===== config.mk =====
export PLATFORM = sky130hd
export DESIGN_NAME = mem_arbiter
export DESIGN_NICKNAME = d
export VERILOG_FILES = /design/src/rtl/mem_arbiter.sv
export SDC_FILE = /design/constraint.sdc
export NUM_CORES = 1
export LEC_CHECK = 0
export CAP_MARGIN = 20
export CORE_AREA = 2 2 256 258
export CTS_CLUSTER_SIZE = 14
export DETAILED_ROUTE_END_ITERATION = 7
export DIE_AREA = 0 0 258 260
export GPL_ROUTABILITY_DRIVEN = 0
export PLACE_DENSITY = 0.43
export SYNTH_ARGS = -nofsm -noshare
export SYNTH_HDL_FRONTEND = slang
export SYNTH_SLANG_ARGS = --single-unit

===== constraint.sdc =====
create_clock -name clk -period 1.77 [get_ports clk]
set_input_delay 0.177 -clock clk [delete_from_list [all_inputs] [get_ports clk]]
set_output_delay 0.177 -clock clk [all_outputs]
set_load 0.05 [all_outputs]

===== src/rtl/mem_arbiter.sv =====
`default_nettype none
// ============================================================================
// Module   : mem_arbiter
// Purpose  : Shares one single-ported memory request/response channel between
//            the instruction-fetch port and the load/store data port. Only one
//            transaction is outstanding at a time. Data requests win
//            contention, but a starvation counter hands the fetch port one
//            grant after STARVE_MAX consecutive lost arbitrations.
// Ports    : clk, rst               - clock, synchronous active-high reset
//            inst_*                 - fetch requester (req/addr in, ready/rvalid/rdata out)
//            data_*                 - load/store requester (req/wen/addr/wdata/wmask in,
//                                     ready/rvalid/rdata out)
//            mem_req_* / mem_wen /  - request channel to memory (valid/ready handshake)
//            mem_addr/wdata/wmask
//            mem_resp_*             - response channel from memory
// Revision : 1.0 - initial release
// ============================================================================
module mem_arbiter #(
    parameter int ADDR_W     = 64,
    parameter int DATA_W     = 64,
    parameter int STARVE_MAX = 4
) (
    input  logic              clk,
    input  logic              rst,
    // Instruction-fetch port
    input  logic              inst_req,
    input  logic [ADDR_W-1:0] inst_addr,
    output logic              inst_ready,
    output logic              inst_rvalid,
    output logic [DATA_W-1:0] inst_rdata,
    // Data (load/store) port
    input  logic              data_req,
    input  logic              data_wen,
    input  logic [ADDR_W-1:0] data_addr,
    input  logic [DATA_W-1:0] data_wdata,
    input  logic [DATA_W-1:0] data_wmask,
    output logic              data_ready,
    output logic              data_rvalid,
    output logic [DATA_W-1:0] data_rdata,
    // Memory channel
    output logic              mem_req_valid,
    input  logic              mem_req_ready,
    output logic              mem_wen,
    output logic [ADDR_W-1:0] mem_addr,
    output logic [DATA_W-1:0] mem_wdata,
    output logic [DATA_W-1:0] mem_wmask,
    input  logic              mem_resp_valid,
    input  logic [DATA_W-1:0] mem_resp_data
);

    localparam int c_CNT_W = $clog2(STARVE_MAX + 1);

    localparam logic [1:0] c_IDLE = 2'd0;
    localparam logic [1:0] c_REQ  = 2'd1;
    localparam logic [1:0] c_WAIT = 2'd2;

    localparam logic [c_CNT_W-1:0] c_STARVE_MAX = c_CNT_W'(STARVE_MAX);
    localparam logic [c_CNT_W-1:0] c_CNT_ONE    = c_CNT_W'(1);
    // Memory is 8-byte word addressed; the low three address bits are dropped.
    localparam logic [ADDR_W-1:0]  c_ALIGN_MASK = ADDR_W'(7);

    logic [1:0]         r_state;
    logic               r_owner_data;   // 1 = data port owns the transaction
    logic [ADDR_W-1:0]  r_addr;
    logic               r_wen;
    logic [DATA_W-1:0]  r_wdata;
    logic [DATA_W-1:0]  r_wmask;
    logic [c_CNT_W-1:0] r_starve_cnt;
    logic               r_inst_ready;
    logic               r_data_ready;
    logic               r_inst_rvalid;
    logic               r_data_rvalid;
    logic [DATA_W-1:0]  r_inst_rdata;
    logic [DATA_W-1:0]  r_data_rdata;

    logic               w_any_req;
    logic               w_data_win;
    logic [ADDR_W-1:0]  w_addr_aligned;

    always_comb begin
        w_any_req      = inst_req | data_req;
        // Data wins any contention except when fetch has hit its starvation limit.
        w_data_win     = data_req & ~(inst_req & (r_starve_cnt == c_STARVE_MAX));
        w_addr_aligned = (w_data_win ? data_addr : inst_addr) & ~c_ALIGN_MASK;
    end

    always_ff @(posedge clk) begin
        if (rst) begin
            r_state       <= c_IDLE;
            r_owner_data  <= 1'b0;
            r_addr        <= '0;
            r_wen         <= 1'b0;
            r_wdata       <= '0;
            r_wmask       <= '0;
            r_starve_cnt  <= '0;
            r_inst_ready  <= 1'b0;
            r_data_ready  <= 1'b0;
            r_inst_rvalid <= 1'b0;
            r_data_rvalid <= 1'b0;
            r_inst_rdata  <= '0;
            r_data_rdata  <= '0;
        end else begin
            // Handshake outputs are single-cycle pulses by default.
            r_inst_ready  <= 1'b0;
            r_data_ready  <= 1'b0;
            r_inst_rvalid <= 1'b0;
            r_data_rvalid <= 1'b0;

            case (r_state)
                c_IDLE: begin
                    if (w_any_req) begin
                        r_owner_data <= w_data_win;
                        r_addr       <= w_addr_aligned;
                        r_state      <= c_REQ;
                        if (w_data_win) begin
                            r_wen        <= data_wen;
                            r_wdata      <= data_wdata;
                            r_wmask      <= data_wmask;
                            r_data_ready <= 1'b1;
                            // Only a grant that actually held off a fetch counts.
                            if (inst_req && (r_starve_cnt != c_STARVE_MAX)) begin
                                r_starve_cnt <= r_starve_cnt + c_CNT_ONE;
                            end
                        end else begin
                            r_wen        <= 1'b0;
                            r_wdata      <= '0;
                            r_wmask      <= '0;
                            r_inst_ready <= 1'b1;
                            r_starve_cnt <= '0;
                        end
                    end
                end

                c_REQ: begin
                    // Any response seen here is stray and is dropped.
                    if (mem_req_ready) begin
                        r_state <= c_WAIT;
                    end
                end

                c_WAIT: begin
                    if (mem_resp_valid) begin
                        r_state <= c_IDLE;
                        if (r_owner_data) begin
                            r_data_rvalid <= 1'b1;
                            // A store's response is only an acknowledge.
                            if (!r_wen) begin
                                r_data_rdata <= mem_resp_data;
                            end
                        end else begin
                            r_inst_rvalid <= 1'b1;
                            r_inst_rdata  <= mem_resp_data;
                        end
                    end
                end

                default: begin
                    r_state <= c_IDLE;
                end
            endcase
        end
    end

    assign inst_ready    = r_inst_ready;
    assign inst_rvalid   = r_inst_rvalid;
    assign inst_rdata    = r_inst_rdata;
    assign data_ready    = r_data_ready;
    assign data_rvalid   = r_data_rvalid;
    assign data_rdata    = r_data_rdata;
    assign mem_req_valid = (r_state == c_REQ);
    assign mem_wen       = r_wen;
    assign mem_addr      = r_addr;
    assign mem_wdata     = r_wdata;
    assign mem_wmask     = r_wmask;

endmodule
`default_nettype wire


Word level (Yosys, flattened, before mapping)
Cells that the tools add are included.
W data, S select, Z words.
{"block": "totals", "wordCells": 55, "regBits": 328, "output_inout_bits": 326, "inputBits": 327}
{"block": "classes", "reduce_logical": 9, "n_eq_ne": 8, "n_bitwise": 10, "n_mux": 14, "add_sub_neg": 1}
{"op": "$mux W64", "count": 3}
{"op": "$reduce_and A3 Y1", "count": 3}
{"op": "$not A1 Y1", "count": 7}
{"op": "$mux W2", "count": 3}
{"op": "$mux W3", "count": 2}
{"op": "$pmux W2 S3", "count": 1}
{"op": "$reduce_or A3 Y1", "count": 2}
{"op": "$mux W1", "count": 5}
{"op": "$ne A2 B1 Y1 const B", "count": 2}
{"op": "$ne A2 B2 Y1 const B", "count": 2}
{"op": "$reduce_and A4 Y1", "count": 1}
{"op": "$add A3 B1 Y3 const B", "count": 1}
{"op": "$eq A3 B3 Y1 const B", "count": 1}
{"op": "$ne A3 B3 Y1 const B", "count": 1}
{"op": "$and A1 B1 Y1", "count": 2}
{"op": "$eq A2 B1 Y1 const B", "count": 1}
{"op": "$eq A2 B2 Y1 const B", "count": 1}
{"op": "$logic_not A2 Y1", "count": 1}
{"op": "$reduce_and A2 Y1", "count": 1}
{"op": "$logic_and A1 B1 Y1", "count": 1}
{"op": "$or A1 B1 Y1", "count": 1}

Depth between registers and ports, before layout
{"block": "depth", "ltp_word": 6, "depth_mapped": 7, "mapped_depth_nobuf": 5}

Least setup slack after synthesis
OpenSTA, ideal clock, no wires.
{"block": "synth_path", "kind": "register -> register", "start": "reg r_starve_cnt[0]", "end": "reg r_addr[36] (netlist: mem_addr[36])", "arrival_ns": 1.524, "period_less_slack_ns": 1.615, "path_stages_with_launch": 8, "setup_slack_ns": 0.155, "required_ns": 1.679, "n_path_buf": 2, "setup_time_ns": 0.091, "cell_sequence": "dfxtp_1 inv_1 ha_1 nand3_1 buf_2 clkbuf_1 nand3_1 a311oi_1"}
{"block": "synth_between", "elab_chain_len": 5}
{"item": "start, declared", "line": "68", "text": "logic [c_CNT_W-1:0] r_starve_cnt;"}
{"item": "start signal, assigned", "line": "122", "text": "r_starve_cnt <= r_starve_cnt + c_CNT_ONE;"}
{"item": "$eq A3 B3 Y1", "line": "83", "text": "w_data_win = data_req & ~(inst_req & (r_starve_cnt == c_STARVE_MAX));"}
{"item": "$and A1 B1 Y1", "line": "83"}
{"item": "$not A1 Y1", "line": "83"}
{"item": "$and A1 B1 Y1", "line": "83"}
{"item": "$mux W64", "line": "84", "text": "w_addr_aligned = (w_data_win ? data_addr : inst_addr) & ~c_ALIGN_MASK;"}
{"item": "end signal, assigned", "line": "113", "text": "r_addr <= w_addr_aligned;"}
{"item": "end, declared", "line": "64", "text": "logic [ADDR_W-1:0] r_addr;"}
Every way passes these cells.
A chain may end at the register's enable or synchronous reset.

Worst setup path after layout
{"block": "layout_path", "start": "reg r_addr[8] (netlist: mem_addr[8])", "end": "out mem_addr[8]"}
{"item": "end, declared", "line": "44", "text": "output logic [ADDR_W-1:0] mem_addr,"}
No word-level cell between the ends.

==> results.ini <==
[sta]
fmax_mhz=594
tightest_slew_ns=0.637
finalSetupViolations=0
relSlewSlack_pct=57.5
fin_crit_sh_pct=95.1
rsz0062_at_grt=no
whs_ns=0.212
report.final.hold_viol_count=0
layout_min_cycle_time_ns=1.68
finalClockSkew_ns=0.0163
slew_violations=0

[placed_design]
placed_cell_area_um2=21000
place_hpwl_mm=43.6
numPortBuffers=643

[critical_path]
crit_type=reg2out
cp_cell_sequence=dlygate4sd2_1
worstPathMaxFanout=2
crit_end=mem_addr[8]
cp-startpoint=mem_addr[8]
critPathBufInv=1
path_depth=1
setup.worst_path.end_class=output pin
start_kind=flop
worstRegToRegCells=6
cpPeakStageDelay_ns=0.56
crit_required_ns=1.59
arrival_ns=1.51
r2r_setup_slack_ns=0.13
r2r-end=mem_addr[24]
reg2reg_from=r_starve_cnt[0]
critPathSlowestCell=dlygate4sd2_1
path_delay_family=buffers and inverters

[yosys]
yosys.area.top_type=dfxtp_1
synth_area_leaders=dfxtp_1, a21oi_1, o21ai_0
yosysWarnings=0
synth_seq_cells=328
synthCells=1571
yosysUniqueCellTypes=33
netlist.area_leader.share_pct=48.8
syn_avg_cell_area_um2=8.56
ys_seq_area_share_pct=48.8
syn_area_um2=13400

[grt]
grt_pass1_vias=14100
antenna_found_initial=12
grt.overflow.total=0
track_usage_pct=17.4
grt_pass1_wl_mm=90.9
grt_max_degree=114

[floorplanning]
core-area_um2=64100
std_cell_rows=93
die-area_um2=67100
die_h_um=260
die_x_um=258
ioPinCount=653
initial_utilization_pct=21.0

[pwr]
power_uw=20800
ir_worst_vdd_mv=0.533
p_per_area_nw_per_um2=935
leakage_uw=0.00878

[clock_tree]
cts_made_buffers=41
cts-root-buf=clkbuf_16
htree_levels=2
clkTransAtPathRegs_ns=0.06
cts_tree=yes
clockBufferDepth=3
clkLatencyLatePin_ns=0.55
clock_sinks=328

[drt]
drcViolationCount=0
via_per_inst=4.68
drtIter0Drc=836
wl_met2_mm=29.8
via_count=14300
postRouteAntennaNets=0
wl_met1_mm=25.2
wl_per_cell_um=20.4
wl_mm=62.2
drt_pass1_iterations=5
top_layer_used=met5
wl_met3_mm=5.28

[finish]
stdcell_area_um2=22200
multi_input_area_um2=6140
drive_above_1_share_pct=13.3
register_area_um2=6570
fin_nets=2490
syn2layout_area_growth_pct=65.4
fillers=6670

[min_path]
worstHoldPathType=in2reg

[flow_run]
maxCapViolCount=0

[run_status]
status=finished clean

[sequential cells by signal (all words and copies together), names as in the netlist]
signal,flops
mem_wen,1
r_state,2
mem_addr,61
data_ready,1
inst_ready,1
inst_rdata,64
data_rdata,64
r_owner_data,1
inst_rvalid,1
r_starve_cnt,3
mem_wmask,64
mem_wdata,64
data_rvalid,1
[how the worst min path moves through the flow]
stage | from | end | slack [ns] | depth (start not counted)
floorplan | mem_resp_data[0] | inst_rdata[0] | 0.31 | 2
global placement | inst_rdata[23] | inst_rdata[23] | 0.44 | 2
detailed placement | inst_rdata[44] | inst_rdata[44] | 0.45 | 2
CTS | mem_resp_data[34] | inst_rdata[34] | 0.16 | 3
global route | data_wmask[33] | mem_wmask[33] | 0.18 | 3
finish | data_wmask[41] | mem_wmask[41] | 0.21 | 3
[layout by cell type, fill, tap and decap left out, types with 2 or more instances in the layout]
cell,n
clkbuf_16,45
nor3b_1,2
clkbuf_8,11
nand4b_1,2
o21ai_0,192
nand2_1,131
clkbuf_1,8
a21oi_1,258
buf_12,44
dlygate4sd2_1,197
nand4_1,131
diode_2,5
nand2b_1,129
buf_4,164
conb_1,3
nor2_1,4
dlygate4sd3_1,2
inv_1,3
mux2i_1,64
clkinv_2,5
clkdlybuf4s50_1,318
nor2_4,4
dfxtp_1,326
dfxtp_2,2
a311oi_1,60
nand3_1,62
[power breakdown]
group          switching, µW  leakage (µW)  internal [µW]
logic                   2840       0.00545           1700
registers                221       0.00268           7780
clock network           3380      0.000647           4870
[metal layers]
layer / up-vias / track usage, %
li1: 6828 / -
met1: 6773 / 20.5
met2: 536 / 29.5
met3: 102 / 6.07
met4: 12 / 5.89
met5: - / 0
[area by class of cell]
type,count,area share (%)
antenna,5,0.0562
clock buffer,62,5.65
clock inverter,7,0.191
inverter,3,0.0506
multi-input combinational,1057,27.6
sequential,328,29.5
tap,855,4.81
timing repair buffer,730,32.1
[cell usage after synthesis]
master	instances
nand4_1	131
nand2b_1	129
buf_1	8
a211oi_1	1
nand3_1	63
nor4_1	1
and3_1	1
nor2_1	5
or2_1	1
conb_1	1
nor4bb_1	1
nor2b_1	1
or2_2	1
nor2_2	1
nor2_4	2
nand4bb_1	1
buf_4	11
buf_6	6
mux2i_1	64
or3b_2	1
clkbuf_1	128
nand4b_1	2
nor3b_1	2
dfxtp_1	328
a21oi_1	259
a311oi_1	61
clkbuf_2	1
a22oi_1	1
nand2_1	131
buf_2	31
o21ai_0	192
inv_1	3
ha_1	2
[metrics by stage]
step / TNS, ns / setup slack (ns) / util [%] / cells
CTS: 0 / 0.0214 / 34.5 / 3037
floorplan: 0 / 0.155 / - / 1573
finish: 0 / 0.0864 / 34.7 / 3047
detailed placement: -0.0415 / -0.0277 / 32.8 / 2966
global placement: -0.0583 / -0.0583 / 32.8 / 2966
global route: 0 / 0.0278 / 34.7 / 3047
[logic make-up (layout without fill, tap and decap cells)]
kind of cell / Yosys count / in the layout / synth area share [%]
compound gates: 514 / 514 / 20.9
fa+ha+maj: 2 / 2 / 0.186
buf+inv: 188 / 802 / 6.19
flops: 328 / 328 / 48.8
mux: 64 / 64 / 4.76
other cells: 1 / 8 / 0.0279
simple gates: 474 / 474 / 19.1
[repair_timing]
action	CTS	global route
setup buffers	0	3
gates resized for setup	201	4
endpoints found under the setup margin	198	35
hold endpoints to repair	6	0
pin swaps	0	1
cloned	0	2
hold buffers	2	0
Note: power is estimated with default switching activity, not from simulation.
